--- config.mk ---
export PLATFORM = sky130hd
export DESIGN_NAME = cva6_icache_data_ctrl
export DESIGN_NICKNAME = d
export VERILOG_FILES = /design/src/rtl/cva6_icache_data_ctrl.sv
export SDC_FILE = /design/constraint.sdc
export NUM_CORES = 1
export LEC_CHECK = 0
export BUFFER_PORTS_ARGS = -buffer_cell sky130_fd_sc_hd__buf_2
export CORE_AREA = 2 2 228 230
export DETAILED_ROUTE_END_ITERATION = 7
export DIE_AREA = 0 0 230 232
export PLACE_DENSITY = 0.33
export RECOVER_POWER = 100
export SYNTH_ARGS = -nofsm -noshare
export SYNTH_HDL_FRONTEND = slang
export SYNTH_SLANG_ARGS = --single-unit
--- constraint.sdc ---
create_clock -name clk_i -period 1.8 [get_ports clk_i]
set_clock_uncertainty 0.05 [all_clocks]
set_input_delay 0.36 -clock clk_i [delete_from_list [all_inputs] [get_ports clk_i]]
set_output_delay 0.36 -clock clk_i [all_outputs]
set_load 0.1 [all_outputs]
--- src/rtl/cva6_icache_data_ctrl.sv ---
// Icache data-array port controller: refill writes, lookups and flush onto one SRAM port.
// Optional access counters enabled by defining CVA6_ICACHE_DATA_PERF_EN.
module cva6_icache_data_ctrl #(
    parameter int unsigned NumWords  = 1024,
    parameter int unsigned DataWidth = 128,
    parameter int unsigned ByteWidth = 8,
    parameter int unsigned WAY_COUNT = 1,
    localparam int unsigned AddrWidth = NumWords > 1 ? $clog2(NumWords) : 1,
    localparam int unsigned WayIdxW   = WAY_COUNT > 1 ? $clog2(WAY_COUNT) : 1,
    localparam int unsigned BeWidth   = (DataWidth + ByteWidth - 1) / ByteWidth
) (
    input  logic                 clk_i,
    input  logic                 rst_ni,
    input  logic                 rd_valid_i,
    output logic                 rd_ready_o,
    input  logic [AddrWidth-1:0] rd_addr_i,
    input  logic [WayIdxW-1:0]   rd_way_i,
    output logic                 rd_rvalid_o,
    input  logic                 rd_rready_i,
    output logic [DataWidth-1:0] rd_rdata_o,
    input  logic                 wr_valid_i,
    output logic                 wr_ready_o,
    input  logic [AddrWidth-1:0] wr_addr_i,
    input  logic [WayIdxW-1:0]   wr_way_i,
    input  logic [DataWidth-1:0] wr_data_i,
    input  logic [BeWidth-1:0]   wr_be_i,
    input  logic                 flush_i,
    output logic                 flush_busy_o,
    output logic [WAY_COUNT-1:0] sram_req_o,
    output logic                 sram_we_o,
    output logic [AddrWidth-1:0] sram_addr_o,
    output logic [DataWidth-1:0] sram_wdata_o,
    output logic [BeWidth-1:0]   sram_be_o,
    input  logic [DataWidth-1:0] sram_rdata_i [WAY_COUNT]
`ifdef CVA6_ICACHE_DATA_PERF_EN
    ,
    output logic [31:0]          rd_cnt_o,
    output logic [31:0]          wr_cnt_o
`endif
);

    typedef enum logic {
        IDLE,
        FLUSH
    } state_e;

    state_e               state_q;
    logic                 pend_q;
    logic                 rvalid_q;
    logic                 flush_pend_q;
    logic [WayIdxW-1:0]   way_q;
    logic [AddrWidth-1:0] cnt_q;
    logic [DataWidth-1:0] rdata_q;

    logic                 is_idle;
    logic                 in_flush;
    logic                 wr_hs;
    logic                 rd_hs;
    logic                 flush_go;
    logic                 cnt_last;
    logic [WAY_COUNT-1:0] wr_oh;
    logic [WAY_COUNT-1:0] rd_oh;
    logic [DataWidth-1:0] sel_data;

    // Handshakes are gated by rst_ni so nothing is accepted during reset.
    assign is_idle  = rst_ni && (state_q == IDLE);
    assign in_flush = rst_ni && (state_q == FLUSH);

    assign wr_ready_o = is_idle & ~flush_i & ~flush_pend_q;
    assign rd_ready_o = wr_ready_o & ~wr_valid_i & ~pend_q
                      & (~rvalid_q | rd_rready_i);

    assign wr_hs    = wr_valid_i & wr_ready_o;
    assign rd_hs    = rd_valid_i & rd_ready_o;
    assign flush_go = is_idle & (flush_i | flush_pend_q) & ~pend_q;
    assign cnt_last = (cnt_q == AddrWidth'(NumWords - 1));

    assign flush_busy_o = (state_q == FLUSH) | flush_pend_q;
    assign rd_rvalid_o  = rvalid_q;
    assign rd_rdata_o   = rdata_q;

    // Out-of-range way indices match no bit and select zero data.
    always_comb begin
        wr_oh    = '0;
        rd_oh    = '0;
        sel_data = '0;
        for (int w = 0; w < WAY_COUNT; w++) begin
            wr_oh[w] = (wr_way_i == WayIdxW'(w));
            rd_oh[w] = (rd_way_i == WayIdxW'(w));
            if (way_q == WayIdxW'(w)) begin
                sel_data = sram_rdata_i[w];
            end
        end
    end

    always_comb begin
        sram_req_o   = '0;
        sram_we_o    = 1'b0;
        sram_addr_o  = '0;
        sram_wdata_o = '0;
        sram_be_o    = '0;
        if (in_flush) begin
            sram_req_o  = '1;
            sram_we_o   = 1'b1;
            sram_addr_o = cnt_q;
            sram_be_o   = '1;
        end else if (wr_hs) begin
            sram_req_o   = wr_oh;
            sram_we_o    = 1'b1;
            sram_addr_o  = wr_addr_i;
            sram_wdata_o = wr_data_i;
            sram_be_o    = wr_be_i;
        end else if (rd_hs) begin
            sram_req_o  = rd_oh;
            sram_addr_o = rd_addr_i;
        end
    end

    always_ff @(posedge clk_i) begin
        if (!rst_ni) begin
            state_q      <= IDLE;
            pend_q       <= 1'b0;
            rvalid_q     <= 1'b0;
            flush_pend_q <= 1'b0;
            way_q        <= '0;
            cnt_q        <= '0;
            rdata_q      <= '0;
        end else begin
            unique case (state_q)
                IDLE: begin
                    if (flush_go) begin
                        state_q      <= FLUSH;
                        flush_pend_q <= 1'b0;
                    end else if (flush_i && pend_q) begin
                        flush_pend_q <= 1'b1;
                    end
                end
                FLUSH: begin
                    if (cnt_last) begin
                        state_q <= IDLE;
                        cnt_q   <= '0;
                    end else begin
                        cnt_q <= cnt_q + 1'b1;
                    end
                end
            endcase

            pend_q <= rd_hs;
            if (rd_hs) begin
                way_q <= rd_way_i;
            end

            // A capture wins over a drain so back-to-back responses have no bubble.
            if (pend_q) begin
                rvalid_q <= 1'b1;
                rdata_q  <= sel_data;
            end else if (rvalid_q && rd_rready_i) begin
                rvalid_q <= 1'b0;
            end
        end
    end

`ifdef CVA6_ICACHE_DATA_PERF_EN
    logic [31:0] rd_cnt_q;
    logic [31:0] wr_cnt_q;

    always_ff @(posedge clk_i) begin
        if (!rst_ni) begin
            rd_cnt_q <= '0;
            wr_cnt_q <= '0;
        end else begin
            if (rd_hs && (rd_cnt_q != 32'hFFFF_FFFF)) begin
                rd_cnt_q <= rd_cnt_q + 32'd1;
            end
            if (wr_hs && (wr_cnt_q != 32'hFFFF_FFFF)) begin
                wr_cnt_q <= wr_cnt_q + 32'd1;
            end
        end
    end

    assign rd_cnt_o = rd_cnt_q;
    assign wr_cnt_o = wr_cnt_q;
`endif

endmodule

Yosys cells after proc, flatten, opt, wreduce, memory -nomap -nowiden
Cells that the tools add are included.
- register bits after elaboration: 143
- bits of input ports: 300
- output and inout bits: 288
- logic and storage cells: 57
- add/subtract/negate cells: 1
- equal/unequal tests: 1
- mux-type cells: 21
- bitwise gates (word level): 20
- reduce and logical (&&, ||, !) cells: 7
- operators by type and width (cell ; count):
    128-bit two-way mux ; 3
    10-bit two-way mux ; 4
    16-bit two-way mux ; 2
    1-bit two-way mux ; 11
    10-bit by 1-bit adder with 10-bit output, second input constant ; 1
    10-bit == test, second input constant ; 1
    1-bit bitwise AND ; 9
    1-bit NOT ; 8
    1-bit logical AND ; 4
    2-bit nonzero test ; 2
    1-bit bitwise OR ; 3
    1-bit one-hot mux with 2 select lines ; 1
    2-bit AND reduction ; 1

Longest topological paths before layout
- depth after elaboration: 11
- gate-level depth with buffers: 6
- gate-level depth less buffers: 4

Least setup slack after synthesis
No wires, ideal clock.
- kind: register to output
- from: register flush_pend_q
- to: output sram_addr_o[8]
- arrival time: 3.656 ns
- required time: 1.390 ns
- path slack: -2.266 ns
- cell stages (with the launch flop): 6
- path buffers: 2
- cells stage by stage: dfxtp_1 clkbuf_2 nor4b_4 nand4b_1 buf_2 o22ai_1
- word-level cells in the longest chain between the ends: 9
- elaborated cells on any way between the ends: 10
- those cells by class: mux: 3; bitwise: 7
- ends and longest elaborated chain (item ; RTL line ; source):
    start: declaration ; 50 ; logic flush_pend_q;
    start signal: assignment ; 124 ; flush_pend_q <= 1'b0;
    start signal: assignment ; 133 ; flush_pend_q <= 1'b0;
    start signal: assignment ; 135 ; flush_pend_q <= 1'b1;
    1-bit NOT * ; 69 ; assign wr_ready_o = is_idle & ~flush_i & ~flush_pend_q;
    1-bit bitwise AND * ; 69 ;
    via wr_ready_o ; 22 ; output logic wr_ready_o,
    1-bit bitwise AND (2 in a row) ; 70 ; assign rd_ready_o = wr_ready_o & ~wr_valid_i & ~pend_q
    1-bit bitwise AND ; 71 ; & (~rvalid_q | rd_rready_i);
    1-bit bitwise AND ; 74 ; assign rd_hs = rd_valid_i & rd_ready_o;
    10-bit two-way mux ; 113 ; end else if (rd_hs) begin
    10-bit two-way mux * ; 107 ; end else if (wr_hs) begin
    10-bit two-way mux * ; 102 ; if (in_flush) begin
    end: declaration ; 31 ; output logic [AddrWidth-1:0] sram_addr_o,
Mark *: on every way through the listed nets, which the timed path passes. The rest lies on a longest branch.

Final worst setup path
- from: register flush_pend_q
- to: output sram_wdata_o[101]
- word-level cells in the longest chain between the ends: 5
- ends and longest elaborated chain (item ; RTL line ; source):
    1-bit NOT ; 69 ;
    1-bit bitwise AND ; 69 ;
    1-bit bitwise AND ; 73 ; assign wr_hs = wr_valid_i & wr_ready_o;
    128-bit two-way mux ; 107 ;
    128-bit two-way mux ; 102 ;
    end: declaration ; 32 ; output logic [DataWidth-1:0] sram_wdata_o,
Every way passes these cells.

==> results.md <==
* Final hold viol count at 0
* # rows at 83
* Netlist cell types at 44
* CTS Buf Count at 17
* DRT iter0 DRCs at 319
* Final Util at 29.42%
* Core box area at 0.05089 mm²
* Final Worst Setup Slack at -0.5877 ns
* Syn. warnings at 0
* RSZ-0062 raised after global routing: true
* P per Cell Area at 703.6 mW/mm²
* DRT antenna net count at 0
* Commonest cells after routing, fill and taps aside: 427 x buf_2, 176 x buf_12, 141 x dfxtp_1
* Seq cells post-synth at 143
* Input/output buffers at 587
* Mean number of vias per cell at 3.956
* Total GRT Usage at 14.80%
* WP data arrival at 1.98 ns
* VDD IR max at 494.3 µV
* Commonest non-fill, non-tap cell in the layout: buf_2
* FF-to-FF Start: pend_q
* Initial Util at 13.31%
* Area grow syn2layout at 120.9%
* Die Wd at 230 µm
* Crit start category: flip-flop
* Asr flop ratio synth at 0%
* Critical Path RT at 1.39 ns
* EDFF count, synth at 0
* Crit end category: primary output
* Worst Setup SP: flush_pend_q
* Worst min path class: in2reg
* Relative slew slack at 54.82%
* Clk_lat worst skew at 0.44 ns
* CTS root buf: clkbuf_16
* I/O pin count at 588
* Pwr Total at 0.01053 W
* Clock Tree Buf Depth at 2
* Leakage at 6.789 nW
* Clk sink count at 143
* Predominant post-synthesis flop cell: dfxtp_1
* Worst-margin pin slew at 0.6777 ns
* Vias post-DR at 8,457
* Synth Net Count at 1,164
* Die H at 232 µm
* Max Cap Violations at 0
* Slowest stage delay, CP at 0.37 ns
* Cell breakdown of the critical path: nor4b_4 > buf_4 > buf_6 > clkbuf_16 > and3_4 > buf_12
* Final Setup Violations at 286
* Largest net degree at the start of global routing at 74
* WHS Path Cells at 3
* Vias in the first global route at 8,445
* CP Class: reg2out
* Final slew viol count at 0
* TritonCTS clock tree: yes
* Total wire length at 41,980 µm
* Max stage delay cell, worst path: dfxtp_4
* H-tree levels at 4
* Maximum clock rate at 418.8 MHz
* Antenna violations before repair at 16
* GP Congestion at 0.8765
* Worst-path maximum fanout at 14
* Status: finished, violations left
* Cells after Synth at 863
* Layout cells sized above 1 at 58.49%
* Failing checks: setup timing
* Crit path to: sram_wdata_o[101]
* Setup TNS at -94.36 ns
* Grt total ovfl at 0
* FF-to-FF path depth at 5
* Post-DP HPWL at 32,850 µm
* Final Cycle Share at 132.6%
* Synth Cell Area at 0.006775 mm²
* Flop2flop setup slack at -0.10 ns
* Die area at 0.05336 mm²
* # DRC at 0
* Nets at 1,743
* Sequential share of the synthesized area at 42.25%
* 1st-pass router iterations at 6
* Critical R2R Capture: rd_rdata_o[83]
* Wire per inst at 19.64 µm
* Tmin final at 2.388 ns
* First-pass GRT wire length at 58,120 µm
* Clk slew on worst S/H paths at 0.07 ns
* Post-Synthesis Mean Instance Area at 7.851 µm²
==> worst max-delay path, delay by kind of cell (launching register included) <==
kind | cells | cell delay [ns]
simple gates | 2 | 0.45
buf+inv | 4 | 0.70
flops | 1 | 0.37
==> metrics by stage <==
stage / hold slack [ns] / cell area, µm² / instances / setup slack [ns]
final: 0.09336 / 14970 / 2138 / -0.5877
after global placement: 0.4502 / 14000 / 2086 / -0.2735
after detailed placement: 0.4473 / 14000 / 2086 / -0.2920
after floorplan: 0.3883 / 7770 / 863 / -1.466
after global routing: 0.07604 / 14960 / 2135 / -0.6558
after CTS: 0.05971 / 14730 / 2124 / -0.6200
==> sequential cells by signal (all words and copies together) (netlist names) <==
signal / cells
rd_rdata_o: 128
rd_rvalid_o: 1
way_q: 1
state_q: 1
flush_pend_q: 1
cnt_q: 10
pend_q: 1
==> worst min path at each step <==
| stage | endpoint | slack (ns) | startpoint |
|---|---|---|---|
| 2_1_floorplan | way_q | 0.39 | way_q |
| 3_3_place_gp | way_q | 0.45 | way_q |
| 3_5_place_dp | way_q | 0.45 | way_q |
| 4_1_cts | rd_rdata_o[114] | 0.06 | sram_rdata_i[114] |
| 5_1_grt | rd_rdata_o[50] | 0.08 | sram_rdata_i[50] |
| 6_report | rd_rdata_o[116] | 0.09 | sram_rdata_i[116] |
==> where the power goes <==
part	total (W)	leakage, nW	internal, W	switching (W)
combinational	0.00365	5.36	0.00132	0.00233
sequential	0.00328	1.16	0.00324	0.0000446
clock	0.00360	0.275	0.00208	0.00153
total	0.0105	6.79	0.00664	0.00390
==> synthesized netlist by cell type (2+ instances only) <==
master | n | area [µm²]
clkbuf_2 | 2 | 10.01
a22oi_1 | 2 | 15.01
buf_4 | 2 | 15.01
a22o_1 | 2 | 17.52
nand3_1 | 2 | 10.01
and3_1 | 128 | 800.8
nor4b_4 | 2 | 47.55
a31oi_1 | 8 | 50.05
inv_1 | 4 | 15.01
buf_1 | 5 | 18.77
or2_2 | 2 | 12.51
nand2_1 | 6 | 22.52
dfxtp_1 | 143 | 2863
buf_2 | 25 | 125.1
and2_1 | 9 | 56.30
nor2b_1 | 132 | 825.8
or4_1 | 4 | 30.03
nor2_1 | 137 | 514.2
o31ai_1 | 3 | 22.52
a21o_1 | 16 | 120.1
nand4_1 | 2 | 12.51
xor2_1 | 3 | 26.28
o22ai_1 | 10 | 62.56
clkbuf_1 | 48 | 180.2
inv_2 | 2 | 7.510
o21ai_0 | 13 | 65.06
a21oi_1 | 134 | 670.6
==> cell type report <==
type,count,area (µm²)
Sequential cell,143,2870
Clock inverter,13,140.1
Tap cell,680,850.8
Clock buffer,19,442.9
Antenna cell,3,7.507
Inverter,6,27.53
Fill cell,5453,35920
Timing Repair Buffer,642,6131
Multi-Input combinational cell,632,4499
==> routing by layer <==
metal  share of wire (%)  wire (µm)  vias up  global-route usage [%]
met5               0.055         23        -                       0
met4                 1.6        692        4                   3.629
met2                  55      23060      357                   28.73
li1                    -          -     4083                       -
met1                  37      15410     3961                   15.47
met3                 6.7       2800       52                   4.298
==> cells by family (layout without fill, tap and decap cells) <==
group / after synthesis / in the layout / share of synthesized area (%)
AND/OR/NAND/NOR: 435 / 435 / 35.84
buffers and inverters: 88 / 680 / 5.485
multiplexers: 1 / 1 / 0.1477
XOR/XNOR: 3 / 3 / 0.3879
adder cells (fa/ha/maj): 1 / 1 / 0.1846
other: 0 / 3 / 0
AO/OA/AOI/OAI: 192 / 192 / 15.70
flip-flops: 143 / 143 / 42.25
==> what timing repair did <==
item                                   4_1_cts  5_1_grt
setup endpoints to repair                  159      159
hold buffers                                 0        0
cloned                                       2        8
endpoints found under the hold margin        0        0
setup buffers                                5        4
resized for setup                           25       18
pin swaps                                   10       11
Power figures use the tool's default switching activity.
